## src/rtl/vx_fpu_share_arb_pkg.sv

```systemverilog
// Shared types for the FPU sharing arbiter: lock FSM states, tag-table entry and index sizing.
package vx_fpu_share_arb_pkg;

   typedef enum logic {
      ARB_OPEN,
      ARB_LOCKED
   } lock_state_t;

   // Owner field of a tag-table entry; wide enough for up to 256 requesters.
   localparam int OWNER_MAX_W = 8;
   typedef logic [OWNER_MAX_W-1:0] tag_entry_t;

   function automatic int idx_width(input int n);
      return (n > 1) ? $clog2(n) : 1;
   endfunction

endpackage

```

## src/rtl/vx_fpu_tag_alloc.sv

```systemverilog
// FPU tag allocator: free mask, lowest-free-tag encoder and owner table with acquire/release.
module vx_fpu_tag_alloc
   import vx_fpu_share_arb_pkg::*;
#(
   parameter int TAG_WIDTH = 3
) (
   input  logic                 clk,
   input  logic                 reset,
   input  logic                 acquire,
   input  logic [TAG_WIDTH-1:0] acquire_tag,
   input  tag_entry_t           acquire_owner,
   input  logic                 rel_valid,
   input  logic [TAG_WIDTH-1:0] rel_tag,
   input  logic [TAG_WIDTH-1:0] lookup_tag,
   output tag_entry_t           lookup_owner,
   output logic                 lookup_free,
   output logic [TAG_WIDTH-1:0] free_tag,
   output logic                 any_free,
   output logic                 all_free
);

   localparam int NUM_TAGS = 2 ** TAG_WIDTH;

   logic [NUM_TAGS-1:0] free_mask_reg, free_mask_next;
   tag_entry_t          owner_ram [NUM_TAGS];

   // Scan downwards so the lowest free index wins.
   always_comb begin
      free_tag = '0;
      for (int t = NUM_TAGS - 1; t >= 0; t--) begin
         if (free_mask_reg[t]) free_tag = TAG_WIDTH'(t);
      end
   end

   always_comb begin
      free_mask_next = free_mask_reg;
      if (rel_valid) free_mask_next[rel_tag] = 1'b1;
      if (acquire)   free_mask_next[acquire_tag] = 1'b0;
   end

   always_ff @(posedge clk) begin
      if (reset) free_mask_reg <= '1;
      else       free_mask_reg <= free_mask_next;
   end

   always_ff @(posedge clk) begin
      if (acquire) owner_ram[acquire_tag] <= acquire_owner;
   end

   assign lookup_owner = owner_ram[lookup_tag];
   assign lookup_free  = free_mask_reg[lookup_tag];
   assign any_free     = |free_mask_reg;
   assign all_free     = &free_mask_reg;

endmodule

```

## src/rtl/vx_fpu_share_arb.sv

```systemverilog
// Shares one tagged FPU core among NUM_REQS requesters: round-robin grant, per-requester
// credits, and a one-deep response register per requester for out-of-order returns.
module vx_fpu_share_arb
   import vx_fpu_share_arb_pkg::*;
#(
   parameter int NUM_REQS  = 4,
   parameter int REQ_DATAW = 256,
   parameter int RSP_DATAW = 133,
   parameter int TAG_WIDTH = 3,
   parameter int MAX_OUTST = 4
) (
   input  logic                          clk,
   input  logic                          reset,
   input  logic [NUM_REQS-1:0]           req_valid,
   input  logic [NUM_REQS*REQ_DATAW-1:0] req_data,
   output logic [NUM_REQS-1:0]           req_ready,
   output logic                          fpu_req_valid,
   output logic [REQ_DATAW-1:0]          fpu_req_data,
   output logic [TAG_WIDTH-1:0]          fpu_req_tag,
   input  logic                          fpu_req_ready,
   input  logic                          fpu_rsp_valid,
   input  logic [RSP_DATAW-1:0]          fpu_rsp_data,
   input  logic [TAG_WIDTH-1:0]          fpu_rsp_tag,
   output logic                          fpu_rsp_ready,
   output logic [NUM_REQS-1:0]           rsp_valid,
   output logic [NUM_REQS*RSP_DATAW-1:0] rsp_data,
   input  logic [NUM_REQS-1:0]           rsp_ready,
   output logic                          busy
);

   localparam int IDX_W = idx_width(NUM_REQS);
   localparam int CRD_W = $clog2(MAX_OUTST + 1);

   lock_state_t          state_reg, state_next;
   logic [IDX_W-1:0]     rr_ptr_reg, lock_grant_reg, open_grant, grant;
   logic [TAG_WIDTH-1:0] lock_tag_reg, free_tag, grant_tag;
   logic [NUM_REQS-1:0]  eligible, rsp_stall;
   logic                 open_found, any_free, all_free, lookup_free, locked;
   logic                 req_fire, rsp_fire;
   tag_entry_t           lookup_owner;

   vx_fpu_tag_alloc #(.TAG_WIDTH(TAG_WIDTH)) tag_alloc (
      .clk           (clk),
      .reset         (reset),
      .acquire       (req_fire),
      .acquire_tag   (grant_tag),
      .acquire_owner (tag_entry_t'(grant)),
      .rel_valid     (rsp_fire),
      .rel_tag       (fpu_rsp_tag),
      .lookup_tag    (fpu_rsp_tag),
      .lookup_owner  (lookup_owner),
      .lookup_free   (lookup_free),
      .free_tag      (free_tag),
      .any_free      (any_free),
      .all_free      (all_free)
   );

   always_comb begin
      int idx;
      idx        = 0;
      open_found = 1'b0;
      open_grant = '0;
      for (int k = 0; k < NUM_REQS; k++) begin
         idx = int'(rr_ptr_reg) + k;
         if (idx >= NUM_REQS) idx = idx - NUM_REQS;
         if (!open_found && eligible[idx]) begin
            open_found = 1'b1;
            open_grant = IDX_W'(idx);
         end
      end
   end

   // A stalled request keeps its grant and tag until the core accepts it.
   assign locked        = (state_reg == ARB_LOCKED);
   assign grant         = locked ? lock_grant_reg : open_grant;
   assign grant_tag     = locked ? lock_tag_reg : free_tag;
   assign fpu_req_valid = !reset && (locked || open_found);
   assign fpu_req_tag   = reset ? '0 : grant_tag;
   assign fpu_req_data  = reset ? '0 : req_data[grant*REQ_DATAW +: REQ_DATAW];
   assign req_fire      = fpu_req_valid && fpu_req_ready;

   always_comb begin
      state_next = state_reg;
      case (state_reg)
         ARB_OPEN:   if (fpu_req_valid && !fpu_req_ready) state_next = ARB_LOCKED;
         ARB_LOCKED: if (fpu_req_ready) state_next = ARB_OPEN;
         default:    state_next = ARB_OPEN;
      endcase
   end

   always_ff @(posedge clk) begin
      if (reset) begin
         state_reg      <= ARB_OPEN;
         rr_ptr_reg     <= '0;
         lock_grant_reg <= '0;
         lock_tag_reg   <= '0;
      end else begin
         state_reg <= state_next;
         if (state_reg == ARB_OPEN && state_next == ARB_LOCKED) begin
            lock_grant_reg <= open_grant;
            lock_tag_reg   <= free_tag;
         end
         if (req_fire) begin
            if (grant == IDX_W'(NUM_REQS - 1)) rr_ptr_reg <= '0;
            else                               rr_ptr_reg <= grant + 1'b1;
         end
      end
   end

   assign fpu_rsp_ready = !reset && !(|rsp_stall);
   assign rsp_fire      = fpu_rsp_valid && fpu_rsp_ready;
   assign busy          = !all_free || (|rsp_valid);

   generate
      for (genvar gi = 0; gi < NUM_REQS; gi++) begin : g_req
         logic                 valid_reg, load, drain, inc, owner_hit;
         logic [RSP_DATAW-1:0] data_reg;
         logic [CRD_W-1:0]     credit_reg;

         assign owner_hit     = (lookup_owner == tag_entry_t'(gi));
         assign load          = rsp_fire && owner_hit;
         assign drain         = valid_reg && rsp_ready[gi];
         assign inc           = req_fire && (grant == IDX_W'(gi));
         assign rsp_stall[gi] = owner_hit && valid_reg && !rsp_ready[gi];
         assign eligible[gi]  = req_valid[gi] && (credit_reg < CRD_W'(MAX_OUTST)) && any_free;
         assign req_ready[gi] = req_fire && (grant == IDX_W'(gi));
         assign rsp_valid[gi] = valid_reg;
         assign rsp_data[gi*RSP_DATAW +: RSP_DATAW] = data_reg;

         always_ff @(posedge clk) begin
            if (reset) begin
               valid_reg  <= 1'b0;
               data_reg   <= '0;
               credit_reg <= '0;
            end else begin
               if (load)       valid_reg <= 1'b1;
               else if (drain) valid_reg <= 1'b0;
               if (load)       data_reg <= fpu_rsp_data;
               if (inc && !drain)      credit_reg <= credit_reg + 1'b1;
               else if (drain && !inc) credit_reg <= credit_reg - 1'b1;
            end
         end

         assert property (@(posedge clk) disable iff (reset)
            !(inc && !drain && credit_reg == CRD_W'(MAX_OUTST)));
         assert property (@(posedge clk) disable iff (reset)
            !(drain && !inc && credit_reg == '0));
      end
   endgenerate

   assert property (@(posedge clk) disable iff (reset) !(fpu_rsp_valid && lookup_free));

endmodule
```

## config.mk

```make
export PLATFORM = sky130hd
export DESIGN_NAME = vx_fpu_share_arb
export DESIGN_NICKNAME = d
export VERILOG_FILES = /design/src/rtl/vx_fpu_share_arb_pkg.sv /design/src/rtl/vx_fpu_tag_alloc.sv /design/src/rtl/vx_fpu_share_arb.sv
export SDC_FILE = /design/constraint.sdc
export NUM_CORES = 2
export LEC_CHECK = 0
export CORE_AREA = 3 3 762 764
export CTS_CLUSTER_DIAMETER = 200
export DETAILED_ROUTE_END_ITERATION = 10
export DIE_AREA = 0 0 765 767
export GPL_ROUTABILITY_DRIVEN = 0
export HOLD_SLACK_MARGIN = 0.1
export PLACE_DENSITY = 0.32
export SYNTH_ARGS = -nofsm -noshare
export SYNTH_HDL_FRONTEND = slang
export SYNTH_SLANG_ARGS = --single-unit
```

## constraint.sdc

```tcl
create_clock -name clk -period 6.1 [get_ports clk]
set_input_delay 1.22 -clock clk [delete_from_list [all_inputs] [get_ports clk]]
set_output_delay 1.22 -clock clk [all_outputs]
set_load 0.02 [all_outputs]
```

==> reports/qor.txt <==
Tot GR Track Use = 0.1550
Worst Setup End Kind = output port
max-slew violations = 0
Leakage = 21.45 nW
first-pass GRT wire length = 552,300 µm
Syn-to-layout area delta = 126.4%
tightest hold margin = 0.4497 ns
vias after detailed routing = 35,700
hold depth = 2
Routed WL = 476,100 µm
number of vias per cell = 2.747
outcome = finished clean
Core Box Area = 0.5736 mm²
clock skew = 0.08623 ns
Netlist cell types = 59
start of the worst register-to-register path = tag_alloc.free_mask_reg[4]
Hold Path Origin = g_req[0].data_reg[62]
port bufs = 1,973
syn nets = 4,342
CTS buffer count = 86
Post-synth EDFFs = 16
Reg-to-Reg End = g_req[2].credit_reg[2]
Startpoint Class = input pin
CP Max Fanout = 22
Max-Cap Viols = 0
Crit-path slowest cell = mux2i_1
non-filler instance count after layout = 13,000
sequential area share after synthesis = 0.4163
arrival time at the worst endpoint = 4.86 ns
synth top area cells = dfxtp_1, mux2i_1, nand2_1
met3 Track Usage GR = 0.09475
normalized max-slew margin = 0.2068
Mapped Cells = 3,158
crit-path cells = clkdlybuf4s50_1, nor2b_1, a311oi_1, or3_1, o21a_1, bufinv_16, buf_12, buf_12, mux2i_1, o22ai_1, buf_12
M1 GR Usage = 0.1692
Hold Path End = g_req[0].data_reg[62]
DP Cell Count = 12,680
most frequent cells in the layout = clkdlybuf4s50_1, mux2i_1, dfxtp_1
Initial Utilization = 0.04930
Hold Crit Class = reg2reg
Final Setup Violations = 0
delay-heaviest family, CP = buffers and inverters
critical path type = in2out
Core Rows = 278
worst-margin pin slew = 1.190 ns
Yosys top cell by area = dfxtp_1
Die ar. = 0.5868 mm²
Final Cycle Share = 0.9970
Starting DRT DRC Count = 2,664
Final nets = 6,395
Max Clk Rate = 0.1644 GHz
path depth of the worst reg2reg path = 13
Seq cells post-synth = 580
deepest clock path buffer count = 4
Clk Latency, worst-skew pair = 0.80 ns
number of global-route vias before repair = 33,560
drt pass-1 iters = 5
Synth Flop Type = dfxtp_1
Overflow after GRT = 0
CTS sink count = 580
num ports = 1,974
Crit path largest cell delay = 0.73 ns
global route hottest layer = met2
Fin. Hold Viols = 0
drc violations = 0
Min Clock Period, post-route = 6.081 ns
Synth top area share = 0.3993
Fill cells = 66,050
layout cells sized above 1 = 0.1290
Synth Warn # = 0
mean routed wirelength per cell = 36.64 µm
Pwr Density = 232.5 mW/mm²
Mapped Area = 0.02828 mm²
commonest non-fill, non-tap cell in the layout = clkdlybuf4s50_1
Die Width = 765 µm
initial antenna violation count = 443
overall die height = 767 µm
R2R setup slack = 2.39 ns
Final HPWL DP = 432,200 µm
post-CTS setup buffers = 0
Async SR Flop Fraction = 0
M2 GR Usage = 0.2566
Max VDD drop = 0.0001783 V
Largest register FFs = 532
clock slew at reported path FFs = 0.06 ns
Top cell by count, worst path = buf_12
Final Util = 0.1116
H-tree levels = 3
Antenna Nets Post-Route = 0
clock root buffer = clkbuf_16
CTS tree = yes
Mean Syn Cell Area = 8.955 µm²
Worst Path Buf+Inv = 5
required time of the critical path = 4.88 ns
largest net degree at the start of global routing = 171
-- worst register-to-register path: stages (launching register included) --
cell and delay [ns]:
dfxtp_1 0.36, nor4_1 0.71, nor2b_1 0.38, a211oi_2 0.10
mux2i_2 0.17, buf_4 0.23, ha_1 0.16, and2_1 0.24
ha_1 0.22, inv_1 0.06, fa_1 0.37, xor2_1 0.18
or3_1 0.30, a21oi_1 0.14
-- per-stage QoR --
step	setup slack, ns	power, mW	instance area, µm²	TNS [ns]
6_report	0.01859	14.88	64010	0
5_1_grt	-0.008422	15.45	63660	-0.01442
4_1_cts	-0.03892	15.24	63520	-0.03892
3_5_place_dp	-0.4270	10.03	60600	-3.858
3_3_place_gp	-0.8900	10.04	60520	-11.38
2_1_floorplan	1.798	5.874	28280	0
-- cells in the mapped netlist (10+ instances only) --
library cell / n
nor2_1: 291
nand2_1: 540
nor3_1: 11
inv_1: 10
o22ai_1: 256
buf_2: 131
dfxtp_1: 564
mux2i_1: 792
a21oi_1: 276
buf_4: 20
clkbuf_1: 113
edfxtp_1: 16
nand2b_1: 16
-- worst max-delay path by stage --
stage,startpoint,end,slack [ns],cells after the start
6_report,req_valid[3],fpu_req_data[175],0.02,11
3_5_place_dp,req_valid[0],fpu_req_data[68],-0.43,13
4_1_cts,req_valid[3],fpu_req_data[75],-0.04,12
5_1_grt,req_valid[0],fpu_req_data[68],-0.008,13
2_1_floorplan,req_valid[3],fpu_req_data[214],1.80,9
3_3_place_gp,req_valid[3],fpu_req_data[69],-0.89,12
-- where the power goes --
part           internal (mW)  switching [mW]
Clock                   2.94            2.05
Combinational           2.63            3.28
Sequential              3.92          0.0626
-- layout make-up --
type,instances,area (µm²),area share
Sequential cell,580,11770,0.1839
Timing Repair Buffer,2243,24050,0.3757
Clock buffer,123,2481,0.03876
Antenna cell,164,410.4,0.006412
Clock inverter,25,244.0,0.003812
Tap cell,7560,9459,0.1478
Multi-Input combinational cell,2289,15530,0.2426
Inverter,11,67.56,0.001056
-- cells by family (layout without fill, tap and decap cells) --
group,count (synthesis),in the layout,share of synthesized area
other,0,164,0
AOI/OAI and AO/OA,572,572,0.1162
muxes,796,796,0.2824
adders and majority gates,12,12,0.006372
DFF,580,580,0.4163
and+or+nand+nor,901,901,0.1273
xor gates and xnor gates,8,8,0.002478
buffers and inverters,289,2402,0.04894
-- timing repair --
item | 4_1_cts | 5_1_grt
setup endpoints to repair | 29 | 16
gates resized for setup | 33 | 13
hold buffers | 0 | 0
-- metal layers --
layer	up-vias	routed length, µm
met4	270	12250
li1	15450	-
met1	16790	176100
met2	2330	218500
met5	-	1792
met3	868	67500
Note: power is estimated with default switching activity, not from simulation.
